<file path="config.mk">
export PLATFORM = sky130hd
export DESIGN_NAME = mix_columns
export DESIGN_NICKNAME = d
export VERILOG_FILES = /design/src/rtl/mix_columns.sv
export SDC_FILE = /design/constraint.sdc
export NUM_CORES = 1
export LEC_CHECK = 0
export CORE_ASPECT_RATIO = 1.75
export CORE_MARGIN = 4
export CORE_UTILIZATION = 29
export CTS_CLUSTER_DIAMETER = 50
export DETAILED_ROUTE_END_ITERATION = 7
export GPL_ROUTABILITY_DRIVEN = 0
export SYNTH_ARGS = -nofsm -noshare
export SYNTH_HDL_FRONTEND = slang
export SYNTH_SLANG_ARGS = --single-unit
</file>
<file path="constraint.sdc">
create_clock -name clk -period 0.8 [get_ports clk]
set_input_delay 0.08 -clock clk [delete_from_list [all_inputs] [get_ports clk]]
set_output_delay 0.08 -clock clk [all_outputs]
set_load 0.01 [all_outputs]
</file>
<file path="src/rtl/mix_columns.sv">
// AES MixColumns / InvMixColumns over the full 128-bit state.
// The four columns are transformed in parallel by a purely combinational
// GF(2^8) network and captured in a single output register, so the block
// has one cycle of latency and accepts a new state every cycle.
module mix_columns (
  input  logic         clk,
  input  logic         rst_n,
  input  logic         in_valid,
  input  logic         inv,
  input  logic [127:0] in,
  output logic         out_valid,
  output logic [127:0] out
);

  // Multiply by x modulo x^8+x^4+x^3+x+1.
  function automatic logic [7:0] xtime(input logic [7:0] b);
    xtime = {b[6:0], 1'b0} ^ (b[7] ? 8'h1B : 8'h00);
  endfunction

  // Transform one 32-bit column; byte 0 (row 0) sits in the top byte.
  // The inverse coefficients 9, 11, 13 and 14 are assembled from the
  // x2/x4/x8 multiples, which the forward path also reuses for 2 and 3.
  function automatic logic [31:0] mix_column(input logic [31:0] col,
                                             input logic        inverse);
    logic [7:0] a   [4];
    logic [7:0] m1  [4];
    logic [7:0] m2  [4];
    logic [7:0] m3  [4];
    logic [7:0] m4  [4];
    logic [7:0] m8  [4];
    logic [7:0] m9  [4];
    logic [7:0] m11 [4];
    logic [7:0] m13 [4];
    logic [7:0] m14 [4];
    logic [7:0] b   [4];

    for (int r = 0; r < 4; r++) begin
      a[r]   = col[31-8*r -: 8];
      m1[r]  = a[r];
      m2[r]  = xtime(a[r]);
      m4[r]  = xtime(m2[r]);
      m8[r]  = xtime(m4[r]);
      m3[r]  = m2[r] ^ m1[r];
      m9[r]  = m8[r] ^ m1[r];
      m11[r] = m8[r] ^ m2[r] ^ m1[r];
      m13[r] = m8[r] ^ m4[r] ^ m1[r];
      m14[r] = m8[r] ^ m4[r] ^ m2[r];
    end

    if (inverse) begin
      b[0] = m14[0] ^ m11[1] ^ m13[2] ^ m9[3];
      b[1] = m9[0]  ^ m14[1] ^ m11[2] ^ m13[3];
      b[2] = m13[0] ^ m9[1]  ^ m14[2] ^ m11[3];
      b[3] = m11[0] ^ m13[1] ^ m9[2]  ^ m14[3];
    end else begin
      b[0] = m2[0] ^ m3[1] ^ m1[2] ^ m1[3];
      b[1] = m1[0] ^ m2[1] ^ m3[2] ^ m1[3];
      b[2] = m1[0] ^ m1[1] ^ m2[2] ^ m3[3];
      b[3] = m3[0] ^ m1[1] ^ m1[2] ^ m2[3];
    end

    mix_column = {b[0], b[1], b[2], b[3]};
  endfunction

  logic [127:0] next_out;

  // Combinational transform of all four columns under the requested mode.
  always_comb begin
    // NOTE: default assignment first so no path through this block can
    // leave next_out unassigned and infer a latch.
    next_out = '0;
    for (int c = 0; c < 4; c++) begin
      next_out[127-32*c -: 32] = mix_column(in[127-32*c -: 32], inv);
    end
  end

  // Output register: load on in_valid, hold otherwise; valid is a one-cycle pulse.
  always_ff @(posedge clk or negedge rst_n) begin
    if (!rst_n) begin
      // NOTE: the data register is cleared as well as the valid flag, so a
      // reset mid-stream leaves no stale state visible on out.
      out       <= '0;
      out_valid <= 1'b0;
    end else begin
      // NOTE: non-blocking assignments so every register samples the
      // pre-edge values regardless of statement order.
      out_valid <= in_valid;
      if (in_valid) begin
        out <= next_out;
      end
    end
  end

endmodule

</file>
* Yosys cells after proc, flatten, opt, wreduce, memory -nomap -nowiden
Cells that the tools add are included.
Cells by class: bitwise logic cells 256, multiplexer cells 52
Operator list (number):
- bitwise XOR 8 bit | 208
- bitwise XOR 8 x 5 -> 8 bit | 48
- 2-to-1 mux 5 bit | 48
- 2-to-1 mux 32 bit | 4
Storage, ports and cells: bits in registers 129, output and inout port bits 129

* Logic depth before layout (Yosys ltp)
Gate-level depths: netlist of the first run.
depth after elaboration 12, gate-level depth with buffers 7, depth with buffers taken out 6

* Least setup slack after synthesis of the first run
No wires, ideal clock.
path type input port to flip-flop, start input port in[53], end register out[43], arrival time 2.055 ns, setup slack -1.324 ns, cell stages on the path 7, required time 0.731 ns, library setup time 0.069 ns, path through buf_2 -> xnor3_1 -> xnor2_1 -> xnor3_1 -> xnor2_1 -> or4_1 -> nand3_1
On the way: cells in the longest elaborated chain, start to end 9
Ends and longest elaborated chain:
- start: declaration | RTL line 10 | input logic [127:0] in,
- bitwise XOR 8 x 5 -> 8 bit (2 in a row) | RTL line 17 | xtime = {b[6:0], 1'b0} ^ (b[7] ? 8'h1B : 8'h00);
- 2-to-1 mux 5 bit | RTL line 17
- bitwise XOR 8 x 5 -> 8 bit | RTL line 17
- bitwise XOR 8 bit | RTL line 44 | m9[r] = m8[r] ^ m1[r];
- bitwise XOR 8 bit (3 in a row) | RTL line 53 | b[2] = m13[0] ^ m9[1] ^ m14[2] ^ m11[3];
- 2-to-1 mux 32 bit | RTL line 50 | if (inverse) begin
- end signal: assignment | RTL line 89 | out <= next_out;
- end: declaration | RTL line 12 | output logic [127:0] out
No other way between the ends. A chain may end at the register's enable or synchronous reset.

* Final worst setup path of the first run
start input port in[87], end register out[85]
On the way: cells in the longest elaborated chain, start to end 10
Ends and longest elaborated chain:
- 2-to-1 mux 5 bit (*) | RTL line 17
- bitwise XOR 8 x 5 -> 8 bit (*) (2 in a row) | RTL line 17
- bitwise XOR 8 x 5 -> 8 bit | RTL line 17
- bitwise XOR 8 bit (*) (2 in a row) | RTL line 47 | m14[r] = m8[r] ^ m4[r] ^ m2[r];
- bitwise XOR 8 bit (*) (3 in a row) | RTL line 52 | b[1] = m9[0] ^ m14[1] ^ m11[2] ^ m13[3];
- 2-to-1 mux 32 bit (*) | RTL line 50
Every way passes the cells marked *; elsewhere a longest branch is shown, timed or not.

==> impl_metrics.csv, run 1 <==
group,metric,value,unit
timing,tightest_slew,0.4919,ns
drt,m1WireLength,23440,um
drt,maxUsedRoutingLayer,"met4",
timing,fin_worst_skew,0,ns
synthesis,synth_area_per_cell,10.12,um2
setup_path,cp_num_buf_inv,5,
timing,report.final.slew_viol_count,0,
clock_network,cts_made_buffers,17,
floorplanning,die_area,58090,um2
global_routing,grt_pass1_vias,16765,
setup_path,end_kind,"flop",
synthesis,synth-edff-count,0,
global_routing,grt_max_degree,41,
timing,max_freq,628.6,MHz
pwr,leakage,0.01514,uW
drt,post-route-drc-count,0,
synthesis,ys_dominant_reg_cell,"dfrtp_1",
floorplanning,core,53530,um2
clock_network,cts_sinks,129,
drt,antenna_left,0,
placement,io_buffers,260,
synthesis,yosysWarnings,0,
pwr,ir_drop,1400,uV
layout,final_core_util,0.6093,
setup_path,regToRegSetupSlack,-0.24,ns
layout,fillers,3903,
setup_path,crit_path_cell_trace,"buf_12, buf_12, xnor2_4, buf_6, buf_4, xnor3_2, buf_6, xor3_2, a21oi_2, xnor2_1, a21oi_1",
clock_network,clk_pin_slew,0.07,ns
synthesis,syn-num-nets,1684,
clock_network,htreeDepth,4,
setup_path,worst-path-max-fanout,3,
timing,finalWorstPathRequiredPeriod,1.591,ns
drt,wl_met3,2730,um
timing,rsz0062_at_grt,"yes",
synthesis,ys_seq_elements,129,
pwr,power,70450,uW
floorplanning,start_util,0.2934,
timing,timing.final.ws_setup,-0.7909,ns
setup_path,cp_data_arrival_time,1.93,ns
drt,first_pass_iters,5,
layout,diodes,0,
placement,dp.final_hpwl,53530,um
timing,whs,0.02376,ns
timing,hold_viol,0,
synthesis,synth_area,15710,um2
run,cap_viol_max_count,0,
drt,drtIter0Drc,702,
setup_path,worst_path_dominant_cell_family,"XOR/XNOR gates",
outcome,status,"finished, violations left",
setup_path,required,1.14,ns
timing,fin_crit_sh,1.989,
synthesis,synthDistinctLibCells,41,
global_routing,grt_first_pass_wirelength,102600,um
global_routing,grt_overflow,0,
floorplanning,die_w,183.9,um
floorplanning,die_y,315.9,um
floorplanning,io_pins,261,
drt,wl_per_cell,22.94,um
layout,nets,2733,
layout,final_layout_size_suffix_gt1_frac,0.6406,
drt,via_count,15348,
drt,drt-total-wl,75640,um
clock_network,worstSkewPairLatency,0.45,ns
global_routing,antenna_found_initial,0,
global_routing,globalRouteTotalUtil,0.2391,
synthesis,async_reset_ff_frac,1.000,
timing,tns,-102.78,ns
synthesis,synthCells,1552,
setup_path,cp-start-kind,"input port",
drt,via_per_inst,4.655,
setup_path,cpMaxStageDelayCell,"xor3_2",
clock_network,cts_max_path_buffers,2,
floorplanning,rows,112,
synthesis,synth-seq-area-share,0.2055,
timing,setup_viol,257,
outcome,violations,"negative setup slack",
min_path,hold_class,"in2async",
drt,wl_met2,42930,um
timing,relSlewSlack,0.6710,
clock_network,cts-root-buf,"clkbuf_16",
pwr,p_per_area,2160,nW/um2
layout,syn2layout_area_growth,107.7,%
clock_network,cts_tree,"built",
setup_path,critical-path-max-stage-delay,0.44,ns
setup_path,path_class,"in2reg",
kinds of logic (layout without fill, tap and decap cells):
kind of cell / after synthesis / count (layout) / synth area share
AOI/OAI and AO/OA: 167 / 167 / 0.05839
xor gates and xnor gates: 896 / 896 / 0.6293
buffers and inverters: 138 / 1199 / 0.04047
DFF: 129 / 129 / 0.2055
muxes: 29 / 29 / 0.01920
and+or+nand+nor: 193 / 193 / 0.04708
through the flow:
step | setup WS (ns) | instance area [um2] | instances
3_5_place_dp | -1.754 | 25450 | 2933
3_3_place_gp | -1.709 | 25450 | 2933
5_1_grt | -0.8206 | 32620 | 3297
6_report | -0.7909 | 32620 | 3297
2_1_floorplan | -1.091 | 18520 | 1552
4_1_cts | -0.8651 | 30510 | 3215
timing repair:
item | 4_1_cts | 5_1_grt
endpoints found under the hold margin | 129 | 0
setup buffers | 278 | 143
gates resized for setup | 1571 | 462
endpoints found under the setup margin | 257 | 257
hold buffers | 1 | 0
pin swaps | 477 | 400
layer usage:
layer | vias to the layer above | global-route usage
met5 | - | 0
li1 | 7021 | -
met3 | 271 | 0.03096
met2 | 533 | 0.4765
met1 | 7523 | 0.2188
met4 | 0 | 0.1581
where the power goes:
group          switching [uW]  internal [uW]
clock network            3410           5280
registers                2070           9070
logic                   21300          29300
synth_stat cells, types with 9 or more instances:
library cell / number / area share
xor3_1: 26 / 0.039
mux2_2: 9 / 0.0065
nor2_1: 135 / 0.032
clkbuf_1: 70 / 0.017
buf_2: 45 / 0.014
mux2i_1: 20 / 0.013
o21ai_0: 21 / 0.0067
buf_4: 10 / 0.0048
nand2_1: 52 / 0.012
xnor2_2: 11 / 0.011
xnor2_1: 565 / 0.32
a22oi_1: 9 / 0.0043
xor2_1: 182 / 0.10
a21oi_1: 114 / 0.036
xnor3_1: 104 / 0.15
dfrtp_1: 129 / 0.21
layout make-up:
class	count	area, um2	area share
well taps	684	855.8	0.02624
flip-flops and latches	129	3229	0.09900
multi-input cells	1285	16710	0.5124
clock buffers	18	439.2	0.01346
repair buffers	1165	11180	0.3428
clock inverters	13	187.7	0.005754
inverters	3	11.26	0.0003452
final timing paths:
| check | start | end | cells after the start |
|---|---|---|---|
| max | in[87] | out[85]$_DFFE_PN0P_ | 11 |
| min in group clk | in_valid | out[102]$_DFFE_PN0P_ | 4 |
| min reg2reg | out[100]$_DFFE_PN0P_ | out[100]$_DFFE_PN0P_ | 2 |
| max in group asynchronous | rst_n | out[12]$_DFFE_PN0P_ | 3 |
| max reg2reg | out[77]$_DFFE_PN0P_ | out[77]$_DFFE_PN0P_ | 5 |
| min | rst_n | out[90]$_DFFE_PN0P_ | 2 |
cell usage in the layout, fill, tap and decap left out, types with 85 or more instances in the layout:
cell type | netlist | layout
buf_4 | 10 | 610
buf_6 | 3 | 298
xnor2_1 | 565 | 287
xnor2_2 | 11 | 159
nor2_1 | 135 | 134
xnor2_4 | 3 | 133
dfrtp_1 | 129 | 128
xor2_1 | 182 | 110
a21oi_1 | 114 | 88
buf_12 | 0 | 85
state kept, by name, summed over array words and instances (netlist names):
signal     count
out          128
out_valid      1
Note: power is estimated with default switching activity, not from simulation.
==> run 2, diff against run 1 <==
--- a/config.mk
+++ b/config.mk
@@ -5,10 +5,12 @@
 export SDC_FILE = /design/constraint.sdc
 export NUM_CORES = 1
 export LEC_CHECK = 0
+export ABC_AREA = 1
 export CORE_ASPECT_RATIO = 1.75
 export CORE_MARGIN = 4
 export CORE_UTILIZATION = 29
 export CTS_CLUSTER_DIAMETER = 50
+export CTS_CLUSTER_SIZE = 40
 export DETAILED_ROUTE_END_ITERATION = 7
 export GPL_ROUTABILITY_DRIVEN = 0
 export SYNTH_ARGS = -nofsm -noshare
==> impl_metrics.csv, run 2 <==
group,metric,value,unit
synthesis,synthCells,3562,
placement,io_buffers,260,
min_path,hold_class,"in2async",
floorplanning,die_y,385.8,um
timing,setup_viol,257,
floorplanning,core,80980,um2
synthesis,synth-seq-area-share,0.1365,
clock_network,cts_sinks,129,
layout,syn2layout_area_growth,114.5,%
timing,timing.final.ws_setup,-0.6643,ns
synthesis,syn-num-nets,3694,
synthesis,synthTopCellsByCount,"nand2_1 (1152), xor2_1 (668), inv_1 (324)",
clock_network,worstSkewPairLatency,0.51,ns
timing,hold_viol,5,
clock_network,htreeDepth,4,
drt,antenna_left,0,
floorplanning,die_w,223.9,um
floorplanning,io_pins,261,
run,cap_viol_max_count,0,
outcome,violations,"negative hold slack, negative setup slack",
clock_network,cts_tree,"built",
drt,post-route-drc-count,0,
layout,nets,5089,
timing,whs,-0.04727,ns
layout,final_cell_count_no_fill,6020,
floorplanning,start_util,0.2921,
synthesis,yosysWarnings,0,
synthesis,ys_seq_elements,129,
global_routing,grt_max_degree,52,
drt,via_per_inst,5.171,
global_routing,globalRouteTotalUtil,0.2744,
synthesis,ys_dominant_reg_cell,"dfrtp_1",
timing,tightest_slew,0.4617,ns
synthesis,yosysTopAreaCell,"xor2_1",
timing,report.final.slew_viol_count,0,
layout,regMostFlops,"out",
global_routing,grt_first_pass_wirelength,180300,um
clock_network,cts_made_buffers,17,
pwr,p_sw_frac,0.4753,
pwr,p_per_area,1450,nW/um2
outcome,status,"finished, violations left",
drt,drtIter0Drc,2338,
drt,wl_per_cell,23.94,um
synthesis,async_reset_ff_frac,1.000,
synthesis,synthDistinctLibCells,39,
drt,drt-total-wl,144100,um
setup_path,required,1.19,ns
clock_network,clk_pin_slew,0.08,ns
pwr,p_seq_frac,0.130,
pwr,power.switching,34980,uW
synthesis,synth_area,23660,um2
timing,relSlewSlack,0.6920,
synthesis,synth.area.top_cells,"xor2_1 (25%), nand2_1 (18%), dfrtp_1 (14%)",
setup_path,cp_data_arrival_time,1.85,ns
pwr,p_int,38600,uW
drt,via_count,31129,
setup_path,path_class,"in2reg",
floorplanning,die_area,86390,um2
layout,final_cell_mix,"buf_4 (884), nand2_1 (655), xor2_1 (356)",
global_routing,antenna_found_initial,0,
placement,dp.final_hpwl,84680,um
setup_path,cp-start-kind,"input port",
placement,pre_cts_ws,-1.509,ns
pwr,ir_drop,2175,uV
layout,fillers,5553,
clock_network,cts-root-buf,"clkbuf_16",
timing,fin_crit_sh,1.830,
layout,regArea,3243,um2
synthesis,synth_area_per_cell,6.641,um2
pwr,comb_power_share,0.753,
timing,max_freq,682.9,MHz
placement,dpl.cell_count,5594,
layout,largest_reg_flops,128,
clock_network,cts_max_path_buffers,2,
setup_path,worst-path-max-fanout,6,
synthesis,synth-edff-count,0,
setup_path,end_kind,"flop",
layout,final_layout_size_suffix_gt1_frac,0.6191,
drt,first_pass_iters,8,
global_routing,grt_overflow,0,
timing,rsz0062_at_grt,"yes",
layout,diodes,0,
pwr,leakage,0.02410,uW
timing,finalWorstPathRequiredPeriod,1.464,ns
layout,final_common_cell,"buf_4",
synthesis,yosysMostFrequentCell,"nand2_1",
layout,reg_top3,"out: 128 flops, out_valid: 1 flops",
global_routing,grt_pass1_vias,30675,
pwr,p_clk_frac,0.117,
timing,fin_worst_skew,0,ns
floorplanning,rows,138,
layout,multi_input_area,28330,um2
synthesis,synth_top_area_frac,0.2473,
clock_network,cts_hold_buf,7,
run 2: cell types whose count changed in the layout (fill, tap and decap cells not counted), moves of 77 or more:
cell | before | now
buf_12 | 85 | 162
xor2_4 | 41 | 142
nand2_4 | 3 | 219
xor2_2 | 32 | 224
nand3_1 | 2 | 82
xor2_1 | 110 | 356
inv_1 | 2 | 205
nand2_1 | 32 | 655
nand2_2 | 17 | 266
xnor2_1 | 287 | 146
buf_4 | 610 | 884
nand2_8 | 0 | 93
run 2: layout make-up:
cell class                      count  share of cell area
Clock buffer                       18            0.008656
Tap cell                         1050             0.02590
Clock inverter                     14            0.003058
Inverter                          382             0.04153
Sequential cell                   129             0.06392
Multi-Input combinational cell   2880              0.5585
Timing Repair Buffer             1547              0.2984
run 2: cells by family after synthesis:
group                  after synthesis  synth area share
flip-flops                         129            0.1365
AND/OR/NAND/NOR                   1583            0.2802
XOR/XNOR                          1051            0.4219
buffers and inverters              553            0.1066
AO/OA/AOI/OAI                      246           0.05485
run 2: worst paths after layout:
| kind | startpoint | end | slack (ns) | depth (start not counted) |
|---|---|---|---|---|
| max | in[55] | out[38]$_DFFE_PN0P_ | -0.66 | 12 |
| max reg2reg | out[110]$_DFFE_PN0P_ | out[110]$_DFFE_PN0P_ | -0.19 | 5 |
| min reg2reg | out[51]$_DFFE_PN0P_ | out[51]$_DFFE_PN0P_ | 0.50 | 2 |
| max in group asynchronous | rst_n | out[74]$_DFFE_PN0P_ | 0.29 | 3 |
| min | rst_n | out[28]$_DFFE_PN0P_ | -0.05 | 2 |
| min in group clk | in_valid | out[10]$_DFFE_PN0P_ | 0.05 | 5 |
run 2: what timing repair did:
action / 4_1_cts / 5_1_grt
pin swaps: 817 / 675
setup endpoints to repair: 257 / 262
setup buffers: 290 / 186
hold endpoints to repair: 135 / 5
cloned: 1 / 0
resized for setup: 2260 / 839
run 2: stage by stage:
| step | TNS (ns) | hold WS, ns | util | total power, uW | area, um2 |
|---|---|---|---|---|---|
| detailed placement | -188.25 | -0.05704 | 0.4632 | 48100 | 37510 |
| CTS | -77.83 | 0.003899 | 0.5647 | 64080 | 45730 |
| floorplan | -60.31 | -0.2156 | - | 31590 | 27440 |
| global placement | -186.63 | -0.05600 | 0.4632 | 47700 | 37510 |
| global route | -98.28 | -0.03518 | 0.6265 | 76920 | 50730 |
| finish | -87.93 | -0.04727 | 0.6265 | 73580 | 50730 |
run 2: routing by layer:
layer	vias to the layer above	global-route usage	share of wire
met5	-	0	0
met4	0	0.2227	0.11
met3	938	0.03990	0.070
met2	1971	0.4996	0.50
met1	14964	0.2752	0.32
li1	13256	-	-
run 2: power by group through the flow:
stage / Sequential, uW / Clock (uW) / Combinational, uW
6_report: 9570 / 8600 / 55400
5_1_grt: 9730 / 9010 / 58200
4_1_cts: 9550 / 8890 / 45600
3_5_place_dp: 9530 / 0 / 38600
3_3_place_gp: 9520 / 0 / 38200
2_1_floorplan: 9760 / 0 / 21800
run 2: critical path: stages:
cell	delay, ns
buf_8	0.11
buf_12	0.13
clkinv_8	0.06
nand2_4	0.06
nand2_8	0.11
xor2_4	0.25
xor2_4	0.28
xor2_1	0.14
nand2_1	0.11
nand2_1	0.10
o21bai_1	0.33
nand2_1	0.09
==> run 3, diff against run 2 <==
--- a/config.mk
+++ b/config.mk
@@ -8,11 +8,12 @@
 export ABC_AREA = 1
 export CORE_ASPECT_RATIO = 1.75
 export CORE_MARGIN = 4
-export CORE_UTILIZATION = 29
+export CORE_UTILIZATION = 54
 export CTS_CLUSTER_DIAMETER = 50
 export CTS_CLUSTER_SIZE = 40
 export DETAILED_ROUTE_END_ITERATION = 7
 export GPL_ROUTABILITY_DRIVEN = 0
+export PLACE_DENSITY = 0.8
 export SYNTH_ARGS = -nofsm -noshare
 export SYNTH_HDL_FRONTEND = slang
 export SYNTH_SLANG_ARGS = --single-unit
==> impl_metrics.csv, run 3 <==
group,metric,value,unit
synthesis,synth.area.top_cells,"xor2_1 (25%), nand2_1 (18%), dfrtp_1 (14%)",
floorplanning,rows,101,
synthesis,synth-seq-area-share,0.1365,
synthesis,ys_dominant_reg_cell,"dfrtp_1",
synthesis,synthCells,3562,
clock_network,cts_max_path_buffers,2,
synthesis,synth_top_area_frac,0.2473,
synthesis,yosysMostFrequentCell,"nand2_1",
placement,dp.final_hpwl,84920,um
clock_network,cts_made_buffers,17,
synthesis,yosysWarnings,0,
placement,dpl.cell_count,5067,
clock_network,cts_sinks,129,
synthesis,syn-num-nets,3694,
clock_network,post_cts_buffers,319,
floorplanning,die_y,284.9,um
floorplanning,start_util,0.5458,
floorplanning,io_pins,261,
outcome,lastStage,"clock tree synthesis",
synthesis,synth_area,23660,um2
clock_network,htreeDepth,4,
outcome,tool.error,"[ERROR DPL-0038] Utilization greater than 100%, impossible to legalize",
clock_network,cts_resized,2550,
clock_network,cts_hold_buf,1,
clock_network,cts-root-buf,"clkbuf_16",
synthesis,yosysTopAreaCell,"xor2_1",
placement,io_buffers,260,
synthesis,async_reset_ff_frac,1.000,
synthesis,ys_seq_elements,129,
synthesis,synthDistinctLibCells,39,
floorplanning,die_w,166.2,um
synthesis,synth-edff-count,0,
synthesis,synth_area_per_cell,6.641,um2
synthesis,synthTopCellsByCount,"nand2_1 (1152), xor2_1 (668), inv_1 (324)",
outcome,status,"stopped before the end",
==> run 3: through the flow <==
step | setup slack, ns | hold WS, ns | cell area, um2
after floorplan | -0.5968 | -0.2156 | 27440
after global placement | -1.358 | -0.07995 | 36340
after detailed placement | -1.503 | -0.08026 | 36340
==> run 3: logic make-up after synthesis <==
| kind of cell | synth area share |
|---|---|
| xor gates and xnor gates | 0.4219 |
| and+or+nand+nor | 0.2802 |
| AOI/OAI and AO/OA | 0.05485 |
| buffers and inverters | 0.1066 |
| DFF | 0.1365 |
==> run 4, diff against run 3 <==
==> config.mk (replaced) <==
export PLATFORM = sky130hd
export DESIGN_NAME = mix_columns
export DESIGN_NICKNAME = d
export VERILOG_FILES = /design/src/rtl/mix_columns.sv
export SDC_FILE = /design/constraint.sdc
export NUM_CORES = 1
export LEC_CHECK = 0
export ABC_AREA = 1
export CORE_MARGIN = 4
export CORE_UTILIZATION = 40
export DETAILED_ROUTE_END_ITERATION = 7
export GPL_ROUTABILITY_DRIVEN = 0
export PLACE_DENSITY_LB_ADDON = 0.15
export SYNTH_ARGS = -nofsm -noshare
export SYNTH_HDL_FRONTEND = slang
export SYNTH_SLANG_ARGS = --single-unit
==> constraint.sdc (replaced) <==
create_clock -name clk -period 1.04 [get_ports clk]
set_input_delay 0.104 -clock clk [delete_from_list [all_inputs] [get_ports clk]]
set_output_delay 0.104 -clock clk [all_outputs]
set_load 0.01 [all_outputs]
==> impl_metrics.csv, run 4 (synthesis gave the netlist of run 2 again) <==
group,metric,value,unit
drt,via_per_inst,5.827,
global_routing,grt_max_degree,50,
timing,fin_crit_sh,1.409,
pwr,power,55870,uW
layout,final_layout_size_suffix_gt1_frac,0.6075,
setup_path,timing.rr.end,"out[23]$_DFFE_PN0P_",
clock_network,worstSkewPairLatency,0.53,ns
pwr,p_sw_frac,0.4942,
clock_network,cts_made_buffers,17,
timing,setup_viol,255,
layout,fillers,2628,
setup_path,path_class,"in2reg",
setup_path,reg2reg_depth,3,
layout,reg_top3,"out: 128 flops, out_valid: 1 flops",
timing,hold_viol,0,
drt,post-route-drc-count,0,
layout,final_core_util,0.8386,
outcome,status,"finished, violations left",
clock_network,cts_sinks,129,
floorplanning,die_y,251.2,um
timing,max_freq,682.5,MHz
setup_path,cp_data_arrival_time,1.89,ns
drt,wl_per_cell,26.22,um
global_routing,grt_first_pass_wirelength,159500,um
pwr,comb_power_share,0.747,
placement,dpl.cell_count,5228,
pwr,p_clk_frac,0.123,
setup_path,required,1.47,ns
layout,largest_reg_flops,128,
drt,first_pass_iters,8,
pwr,p_per_area,1146,nW/um2
setup_path,crit_path_frequent_cell,"nor2_1",
clock_network,cts-root-buf,"clkbuf_16",
pwr,ir_drop,1625,uV
setup_path,worst-path-max-fanout,5,
drt,antenna_left,0,
layout,syn2layout_area_growth,106.1,%
setup_path,cp_num_buf_inv,3,
setup_path,r2r-start,"out[23]$_DFFE_PN0P_",
layout,nets,4952,
setup_path,cp-start-kind,"input port",
timing,timing.final.ws_setup,-0.4251,ns
layout,final_cell_mix,"buf_4 (793), nand2_1 (638), xor2_1 (375)",
setup_path,worst_path_dominant_cell_family,"XOR/XNOR gates",
timing,finalWorstPathRequiredPeriod,1.465,ns
placement,pre_cts_ws,-1.169,ns
timing,relSlewSlack,0.6150,
placement,dp.final_hpwl,74360,um
outcome,violations,"negative setup slack",
global_routing,grt_pass1_vias,28221,
global_routing,grt_overflow,0,
setup_path,crit_path_cell_trace,"buf_6, buf_12, buf_4, xor2_4, xnor3_1, nor2_1, nor2_1, nand2_1, a21oi_2",
floorplanning,start_util,0.4069,
drt,via_count,32626,
clock_network,htreeDepth,4,
timing,rsz0062_at_grt,"yes",
clock_network,cts_tree,"built",
pwr,leakage,0.02331,uW
pwr,p_seq_frac,0.130,
setup_path,cpMaxStageDelayCell,"xnor3_1",
floorplanning,rows,88,
drt,drtIter0Drc,3773,
floorplanning,die_w,251.2,um
floorplanning,core,58140,um2
drt,drt-total-wl,146800,um
global_routing,globalRouteTotalUtil,0.3246,
timing,report.final.slew_viol_count,0,
clock_network,clk_pin_slew,0.08,ns
layout,regMostFlops,"out",
timing,fin_worst_skew,0,ns
pwr,power.switching,27610,uW
run,cap_viol_max_count,0,
setup_path,regToRegSetupSlack,0.03,ns
layout,final_common_cell,"buf_4",
floorplanning,die_area,63100,um2
floorplanning,io_pins,261,
clock_network,cts_max_path_buffers,2,
placement,io_buffers,260,
setup_path,critical-path-max-stage-delay,0.46,ns
global_routing,antenna_found_initial,1,
layout,final_cell_count_no_fill,5599,
pwr,p_int,28260,uW
timing,tightest_slew,0.5755,ns
min_path,hold_class,"in2async",
setup_path,end_kind,"flop",
-- run 4: power groups by stage --
stage	Clock [uW]	Sequential (uW)	Combinational, uW
floorplan	0	7500	16800
global placement	0	7160	27800
detailed placement	0	7150	28100
CTS	6810	7090	31900
global route	7000	7330	43200
finish	6870	7280	41700
-- run 4: metrics by stage --
step | instance area (um2) | setup TNS [ns] | hold WS (ns)
detailed placement | 36310 | -135.09 | 0.03595
global placement | 36310 | -132.49 | 0.03674
floorplan | 27440 | -32.67 | -0.1916
global route | 48750 | -44.82 | 0.07533
CTS | 42300 | -20.86 | 0.04960
finish | 48750 | -37.69 | 0.05750
-- run 4: worst max path at each step --
stage                              startpoint              endpoint  depth (start not counted)
after floorplan                        in[39]   out[51]$_DFFE_PN0P_                         16
final                                  in[41]   out[57]$_DFFE_PN0P_                          9
after detailed placement               in[30]    out[1]$_DFFE_PN0P_                         11
after global routing                  in[117]  out[126]$_DFFE_PN0P_                         12
after CTS                 out[94]$_DFFE_PN0P_               out[94]                          1
after global placement                  in[7]   out[27]$_DFFE_PN0P_                         11
-- run 4: what timing repair did --
| item | in CTS | in global routing |
|---|---|---|
| endpoints found under the hold margin | 131 | 0 |
| resized for setup | 1971 | 1131 |
| gates cloned | 3 | 1 |
| buffers inserted | 209 | 198 |
| pin swaps | 706 | 840 |
| hold buffers | 2 | 0 |
| setup endpoints to repair | 257 | 257 |
-- run 4: worst register-to-register path, stage by stage, from the launching register on --
cell and delay [ns]:
dfrtp_1 0.46, buf_4 0.15, nor2_1 0.04, a31oi_1 0.24
-- run 4: per-layer routing --
| metal | part of all wire | up-vias | GRT usage |
|---|---|---|---|
| met3 | 0.11 | 1199 | 0.06125 |
| met1 | 0.34 | 15493 | 0.4024 |
| li1 | - | 13033 | - |
| met2 | 0.46 | 2899 | 0.5473 |
| met5 | 0.000061 | - | 0 |
| met4 | 0.096 | 2 | 0.1528 |
-- run 4: cell type report --
cell class,instances,area (um2),area share
Multi-Input combinational cell,2881,28250,0.5794
Timing Repair Buffer,1409,13600,0.2789
Sequential cell,129,3232,0.06629
Inverter,382,2140,0.04389
Tap cell,765,957.2,0.01963
Clock buffer,20,446.7,0.009162
Clock inverter,12,133.9,0.002746
Antenna cell,1,2.502,0.00005133
